File: config.mk
export PLATFORM = sky130hd
export DESIGN_NAME = usreg_seq_ctrl
export DESIGN_NICKNAME = d
export VERILOG_FILES = /design/src/rtl/usreg_pkg.sv /design/src/rtl/usreg_seq_ctrl.sv
export SDC_FILE = /design/constraint.sdc
export NUM_CORES = 1
export LEC_CHECK = 0
export BUFFER_PORTS_ARGS = -buffer_cell sky130_fd_sc_hd__buf_4
export CORE_MARGIN = 4
export CORE_UTILIZATION = 25
export CTS_CLUSTER_SIZE = 10
export DETAILED_ROUTE_END_ITERATION = 8
export PLACE_DENSITY = 0.57
export RECOVER_POWER = 25
export SYNTH_ARGS = -nofsm -noshare
export SYNTH_HDL_FRONTEND = slang
export SYNTH_SLANG_ARGS = --single-unit
File: constraint.sdc
create_clock -name clk -period 1.9 [get_ports clk]
set_clock_uncertainty 0.05 [all_clocks]
set_input_delay 0.57 -clock clk [delete_from_list [all_inputs] [get_ports clk]]
set_output_delay 0.57 -clock clk [all_outputs]
set_load 0.01 [all_outputs]
File: src/rtl/usreg_pkg.sv
// Shared types and constants for the shift-register sequencer.
package usreg_pkg;

   typedef enum logic [1:0] {
      ST_IDLE  = 2'd0,
      ST_LOAD  = 2'd1,
      ST_SHIFT = 2'd2,
      ST_DONE  = 2'd3
   } state_t;

   localparam logic [1:0] SEL_HOLD = 2'b00;
   localparam logic [1:0] SEL_SHR  = 2'b01;
   localparam logic [1:0] SEL_SHL  = 2'b10;
   localparam logic [1:0] SEL_LOAD = 2'b11;

   localparam int         FRAME_LEN = 4;
   localparam logic [1:0] CNT_LAST  = 2'(FRAME_LEN - 1);

endpackage

File: src/rtl/usreg_seq_ctrl.sv
// Load/shift sequencer for a 4-bit universal shift register.
// Build option USREG_SEQ_ROTATE_EN: feed the outgoing bit back in (rotate) instead of fill_bit.
//
// state    | meaning
// ST_IDLE  | ready for a word, register held
// ST_LOAD  | parallel-load the latched word
// ST_SHIFT | shift out FRAME_LEN bits, counter 0..3
// ST_DONE  | one-cycle frame-end pulse
module usreg_seq_ctrl
   import usreg_pkg::*;
(
   input  logic       clk,
   input  logic       rst,
   input  logic       in_valid,
   output logic       in_ready,
   input  logic [3:0] in_data,
   input  logic       in_dir,
   input  logic       fill_bit,
   input  logic       abort,
   input  logic [3:0] sr_q,
   output logic [1:0] sr_sel,
   output logic [3:0] sr_data,
   output logic       sr_serial,
   output logic       tx_bit,
   output logic       tx_valid,
   output logic       done
);

   state_t     state_q, state_d;
   logic [1:0] cnt_q, cnt_d;
   logic [3:0] word_q, word_d;
   logic       dir_q, dir_d;
   logic       fill_q, fill_d;
   logic       accept;

   // abort wins over a coinciding offer in IDLE
   assign accept = in_valid && (state_q == ST_IDLE) && !abort;

   always_comb begin
      state_d = state_q;
      cnt_d   = cnt_q;
      word_d  = word_q;
      dir_d   = dir_q;
      fill_d  = fill_q;
      case (state_q)
         ST_IDLE: begin
            cnt_d = '0;
            if (accept) begin
               word_d  = in_data;
               dir_d   = in_dir;
               fill_d  = fill_bit;
               state_d = ST_LOAD;
            end
         end
         ST_LOAD: begin
            cnt_d   = '0;
            state_d = abort ? ST_IDLE : ST_SHIFT;
         end
         ST_SHIFT: begin
            if (abort) begin
               cnt_d   = '0;
               state_d = ST_IDLE;
            end else if (cnt_q == CNT_LAST) begin
               cnt_d   = '0;
               state_d = ST_DONE;
            end else begin
               cnt_d = cnt_q + 2'd1;
            end
         end
         ST_DONE:  state_d = ST_IDLE;
         default:  state_d = ST_IDLE;
      endcase
   end

   always_ff @(posedge clk or negedge rst) begin
      if (!rst) begin
         state_q <= ST_IDLE;
         cnt_q   <= '0;
         word_q  <= '0;
         dir_q   <= 1'b0;
         fill_q  <= 1'b0;
      end else begin
         state_q <= state_d;
         cnt_q   <= cnt_d;
         word_q  <= word_d;
         dir_q   <= dir_d;
         fill_q  <= fill_d;
      end
   end

   always_comb begin
      sr_sel   = SEL_HOLD;
      sr_data  = '0;
      in_ready = 1'b0;
      tx_valid = 1'b0;
      done     = 1'b0;
      case (state_q)
         ST_IDLE:  in_ready = 1'b1;
         ST_LOAD: begin
            if (!abort) begin
               sr_sel  = SEL_LOAD;
               sr_data = word_q;
            end
         end
         ST_SHIFT: begin
            tx_valid = 1'b1;
            if (!abort) sr_sel = dir_q ? SEL_SHL : SEL_SHR;
         end
         ST_DONE:  done = 1'b1;
         default:  sr_sel = SEL_HOLD;
      endcase
   end

   assign tx_bit = tx_valid & (dir_q ? sr_q[3] : sr_q[0]);

`ifdef USREG_SEQ_ROTATE_EN
   assign sr_serial = tx_bit;
`else
   assign sr_serial = tx_valid & fill_q;
`endif

endmodule
==> results of run 1 <==
[per-layer routing]
| metal | share of wire | GRT usage | up-vias | wire, µm |
|---|---|---|---|---|
| li1 | - | - | 258 | - |
| met1 | 0.43 | 0.102 | 236 | 600 |
| met2 | 0.52 | 0.158 | 13 | 726 |
| met3 | 0.052 | 0.0351 | 0 | 73 |
| met4 | 0 | 0.00993 | 0 | 0 |
| met5 | 0 | 0 | - | 0 |
[worst max-delay path, cell delays in order, from the launching register on]
cell	delay (ns)
dfrtp_2	0.45
ha_4	0.17
and2b_2	0.22
and2_4	0.14
buf_6	0.11
[final timing paths]
kind | start | endpoint | slack (ns) | cells after the start
worst max-delay path | state_q[0] | sr_data[1] | -0.07 | 4
worst min-delay path | rst | cnt_q[1] | 0.22 | 1
worst max register to register | state_q[0] | word_q[2] | 0.28 | 5
worst min register to register | word_q[0] | word_q[0] | 0.46 | 1
max in group asynchronous | rst | state_q[0] | 1.19 | 1
min in group clk | word_q[0] | word_q[0] | 0.46 | 1
[repair_timing]
item                                   in CTS  in global routing
endpoints found under the hold margin       0                  0
buffers inserted                            3                  0
pin swaps                                   8                  1
resized for setup                          18                  1
hold buffers                                0                  0
setup endpoints to repair                  10                 10
[flip-flops by register name, indices dropped and copies added, names as in the netlist]
name and count:
dir_q 1, word_q 4, fill_q 1, state_q 2, cnt_q 2
[area by class of cell]
cell class / instances / area share
clock buffers: 4 / 0.0372
repair buffers: 28 / 0.227
well taps: 28 / 0.0359
inverters: 5 / 0.0193
multi-input cells: 41 / 0.422
flip-flops and latches: 10 / 0.258
[power by group]
part           leakage [nW]  switching (mW)  internal, mW
sequential            0.124          0.0701         0.304
combinational         0.355           0.319         0.441
clock                0.0210          0.0699         0.116
total                 0.500           0.459         0.861
[Yosys cell counts]
cell type / number / share of area
mux2_4: 6 / 0.14
a221oi_1: 1 / 0.014
and2_1: 5 / 0.049
nand2_1: 2 / 0.012
dfrtp_1: 10 / 0.40
o21ai_0: 1 / 0.0079
ha_1: 7 / 0.14
o32ai_1: 1 / 0.014
nor2b_1: 1 / 0.0099
a21o_1: 1 / 0.012
buf_6: 1 / 0.018
and2b_1: 1 / 0.012
o22ai_1: 1 / 0.0099
nand2b_1: 4 / 0.040
a2bb2oi_1: 1 / 0.014
a21oi_1: 2 / 0.016
inv_2: 1 / 0.0059
nor3_1: 1 / 0.0079
or2_1: 1 / 0.0099
inv_1: 4 / 0.024
nor2_1: 3 / 0.018
mux2i_1: 2 / 0.032
[through the flow]
stage	instances	instance area, µm²
final	116	975
after detailed placement	109	845
after global routing	116	975
after floorplan	57	633
after CTS	116	977
after global placement	109	845
[logic make-up after synthesis]
family,Yosys count,synth area share
buffers and inverters,6,0.0474
multiplexers,8,0.174
AND/OR/NAND/NOR,18,0.158
flip-flops,10,0.395
AO/OA/AOI/OAI,8,0.0870
adder cells (fa/ha/maj),7,0.138
[cell usage in the layout (no fill, tap or decap), drive strengths merged]
cell type,count
a21o,1
a21oi,2
a221oi,1
a2bb2oi,1
and2,5
and2b,1
buf,27
clkbuf,5
dfrtp,10
ha,7
inv,5
mux2,6
mux2i,2
nand2,2
nand2b,4
nor2,3
nor2b,1
nor3,1
o21ai,1
o22ai,1
o32ai,1
or2,1
==> flow_summary.ini, run 1 <==
[synth]
syn_area_per_cell_um2 = 11.1
seq_area_frac_synth = 0.395
synth_nets = 78
syn_inst = 57
synth-seq-cells = 10
synth_area_um2 = 633
yosysWarningCount = 0
synth_cell_type_count = 22

[finish]
utilization = 0.420
syn2layout_area_growth_pct = 54.0
insertedDiodeCount = 0
seqCellArea_um2 = 251
fill_cells = 224
post_route_cells_drive_above_1_share = 0.580
multi_input_area_um2 = 412
nets = 110

[floorplanning]
rows = 17
dieHeight_um = 58.3
die_area_um2 = 3400
num_io_pins = 25
start_util = 0.273
core_um2 = 2320
fp.dieW_um = 58.3

[setup_path]
crit_path_max_fanout = 4
startpoint_type = flop
criticalPathCategory = flop to primary output
cp-end-kind = primary output
cp_data_arrival_time_ns = 1.35
required_ns = 1.28

[clocking]
htree_levels = 1
clkTransAtPathRegs_ns = 0.06
clockRootBuffer = clkbuf_4
tritoncts = done
cts.path.max_buffers = 2
cts_made_buffers = 3
insertion_delay_ns = 0.26
cts_sinks = 10

[sta]
finalMaxSlewViolations = 0
tightest_slew_ns = 0.554
setup_slack_ns = -0.0707
min_period_ns = 1.97
max_freq_mhz = 507
rsz0062_at_grt = true
finalHoldWorstSlack_ns = 0.215
period_share = 1.04
timing.max_slew.rel_slack = 0.631
setup-tns-final_ns = -0.359
hold_viol_final = 0
setup_viol = 7

[placed_design]
dp_slack_ns = 0.0645
dp_hpwl_mm = 1.07
place_congestion = 0.816
portBuffers = 22

[status]
failed_checks = setup timing
outcome = complete, but fails checks

[min_path]
hold_class = primary input to async pin

[drt]
wl_per_cell_um = 12.1
firstDrtPassIters = 3
via_per_inst = 4.37
drt_wl_total_mm = 1.40
drc = 0
drtAntennaViolNets = 0
first_iter_violations = 5
num_vias = 507

[global_routing]
grt.overflow.total = 0
first_global_vias = 561
grt_max_degree = 11
grt_pass1_wl_mm = 2.35
grtUsageTotal = 0.0885
grt_antenna_before_repair = 0

[power_and_ir_drop]
irDropWorstVdd_mv = 0.687
power_mw = 1.32
power_density_nw_per_um2 = 1350
leakagePower_nw = 0.500

[job]
maxCapViolCount = 0
Power figures use the tool's default switching activity.
==> inputs of run 2 (changes only) <==
Settings changed: CORE_UTILIZATION 25 to 46, PLACE_DENSITY 0.57 to 0.86.
==> run 2 against run 1 <==
The run still ends with setup timing left; die area down 40%; flip-flop and latch count unchanged; non-clock buffer count down 2; global-route usage up 6.8 points; worst setup slack worse by 0.018 ns; final cell count down 13%; maximum frequency down 0.93%; clock-buffer cell count unchanged; sequential power down 1%; core utilization up 29 points; worst hold slack worse by 0.022 ns; combinational power down 3%; critical endpoint is now sr_data[0].
==> flow_summary.ini, run 2 (synthesized netlist as in run 1, its figures left out) <==
[finish]
final_common_cell = buf_4
syn2layout_area_growth_pct = 46.8
top_register = word_q
insertedDiodeCount = 0
stdcell_area_um2 = 930
post_route_cells_drive_above_1_share = 0.547
top_regs = word_q: 4 flops, cnt_q: 2 flops, state_q: 2 flops
fill_cells = 100
largest_reg_flops = 4
instances_no_fill = 101
nets = 108
mostFrequentLayoutCells = buf_4 (21), dfrtp_1 (10), mux2_4 (6)

[sta]
tightest_slew_ns = 0.531
timing.max_slew.rel_slack = 0.646
hold_viol_final = 0
rsz0062_at_grt = true
setup_slack_ns = -0.0892
period_share = 1.05
min_period_ns = 1.99
setup-tns-final_ns = -0.444
finalMaxSlewViolations = 0
max_freq_mhz = 503
setup_viol = 9

[clocking]
insertion_delay_ns = 0.26
clockRootBuffer = clkbuf_4
clkTransAtPathRegs_ns = 0.07
htree_levels = 1
cts_made_buffers = 3
cts_sinks = 10
tritoncts = done
cts.path.max_buffers = 2

[floorplanning]
start_util = 0.487
die_area_um2 = 2030
core_um2 = 1300
num_io_pins = 25
fp.dieW_um = 45.1
rows = 13
dieHeight_um = 45.1

[global_routing]
first_global_vias = 517
grt.overflow.total = 0
grt_max_degree = 11
grt_antenna_before_repair = 0
grtUsageTotal = 0.156
grt_pass1_wl_mm = 2.22

[power_and_ir_drop]
leakagePower_nw = 0.492
power_mw = 1.30
clockPowerShare = 0.146
pwr-share-comb = 0.569
p_int_uw = 842
irDropWorstVdd_mv = 0.879
p_seq_frac = 0.284
power_density_nw_per_um2 = 1400
p_switching_uw = 459
switching_share = 0.353

[drt]
num_vias = 507
via_per_inst = 5.02
first_iter_violations = 5
drt_wl_total_mm = 1.40
drc = 0
firstDrtPassIters = 4
wl_per_cell_um = 13.9
drtAntennaViolNets = 0

[status]
outcome = complete, but fails checks
failed_checks = setup timing

[placed_design]
dpl-instance-area_um2 = 828
portBuffers = 22
place_congestion = 0.797
dp_slack_ns = 0.0692
dp.cells = 96

[setup_path]
criticalPathCategory = flop to primary output
r2r_start = state_q[0]
crit_path_max_fanout = 4
cp-end-kind = primary output
reg2reg_slack_ns = 0.23
reg2regPathDepth = 5
startpoint_type = flop
cp_data_arrival_time_ns = 1.37
required_ns = 1.28
timing.rr.end = fill_q

[job]
maxCapViolCount = 0

[min_path]
hold_class = primary input to async pin
-- run 2: cell types whose count changed in the layout (fill, tap and decap cells not counted), sizes merged --
cell / previous run / this run
buf: 27 / 25
-- run 2: per-stage QoR --
step | utilization | hold slack, ns
after global placement | 0.637 | 0.352
final | 0.714 | 0.193
after global routing | 0.714 | 0.231
after floorplan | - | 0.224
after detailed placement | 0.637 | 0.355
after CTS | 0.697 | 0.0617
-- run 2: per-layer routing --
layer / share of wire / wire length (µm) / track usage
met1: 0.40 / 556 / 0.171
met2: 0.52 / 725 / 0.263
met5: 0 / 0 / 0
met4: 0.0057 / 8 / 0.0585
met3: 0.078 / 109 / 0.0717
-- run 2: worst max-delay path by stage --
stage                           from         end  slack (ns)  cells after the start
final                     state_q[0]  sr_data[0]       -0.09                      4
after CTS                 state_q[0]  sr_data[3]       -0.05                      4
after floorplan           state_q[0]   sr_sel[0]        0.20                      4
after global routing      state_q[1]  sr_data[0]       -0.13                      5
after detailed placement  state_q[0]      fill_q        0.07                      5
after global placement         abort  sr_data[3]         0.1                      4
-- run 2: worst max-delay path, cell delays in order, from the launching register on --
cell and delay, ns:
dfrtp_1 0.43, ha_4 0.18, and2b_2 0.22, and2_4 0.17
buf_6 0.11
-- run 2: power groups by stage --
stage | registers, mW | logic (mW) | clock network (mW)
2_1_floorplan | 0.356 | 0.397 | 0
6_report | 0.370 | 0.741 | 0.190
5_1_grt | 0.384 | 0.817 | 0.203
3_5_place_dp | 0.365 | 0.617 | 0
3_3_place_gp | 0.358 | 0.591 | 0
4_1_cts | 0.362 | 0.716 | 0.194
-- run 2: layout make-up --
type                       instances  area (µm²)  share of cell area
inverter                           5        18.8              0.0202
timing repair buffer              26         206               0.222
tap                               15        18.8              0.0202
clock buffer                       4        36.3              0.0390
multi-input combinational         41         399               0.429
sequential                        10         250               0.269
-- run 2: timing repair --
action,CTS,global route
pin swaps,8,3
hold buffers,0,0
setup buffers,1,0
setup endpoints to repair,10,9
gates resized for setup,7,9
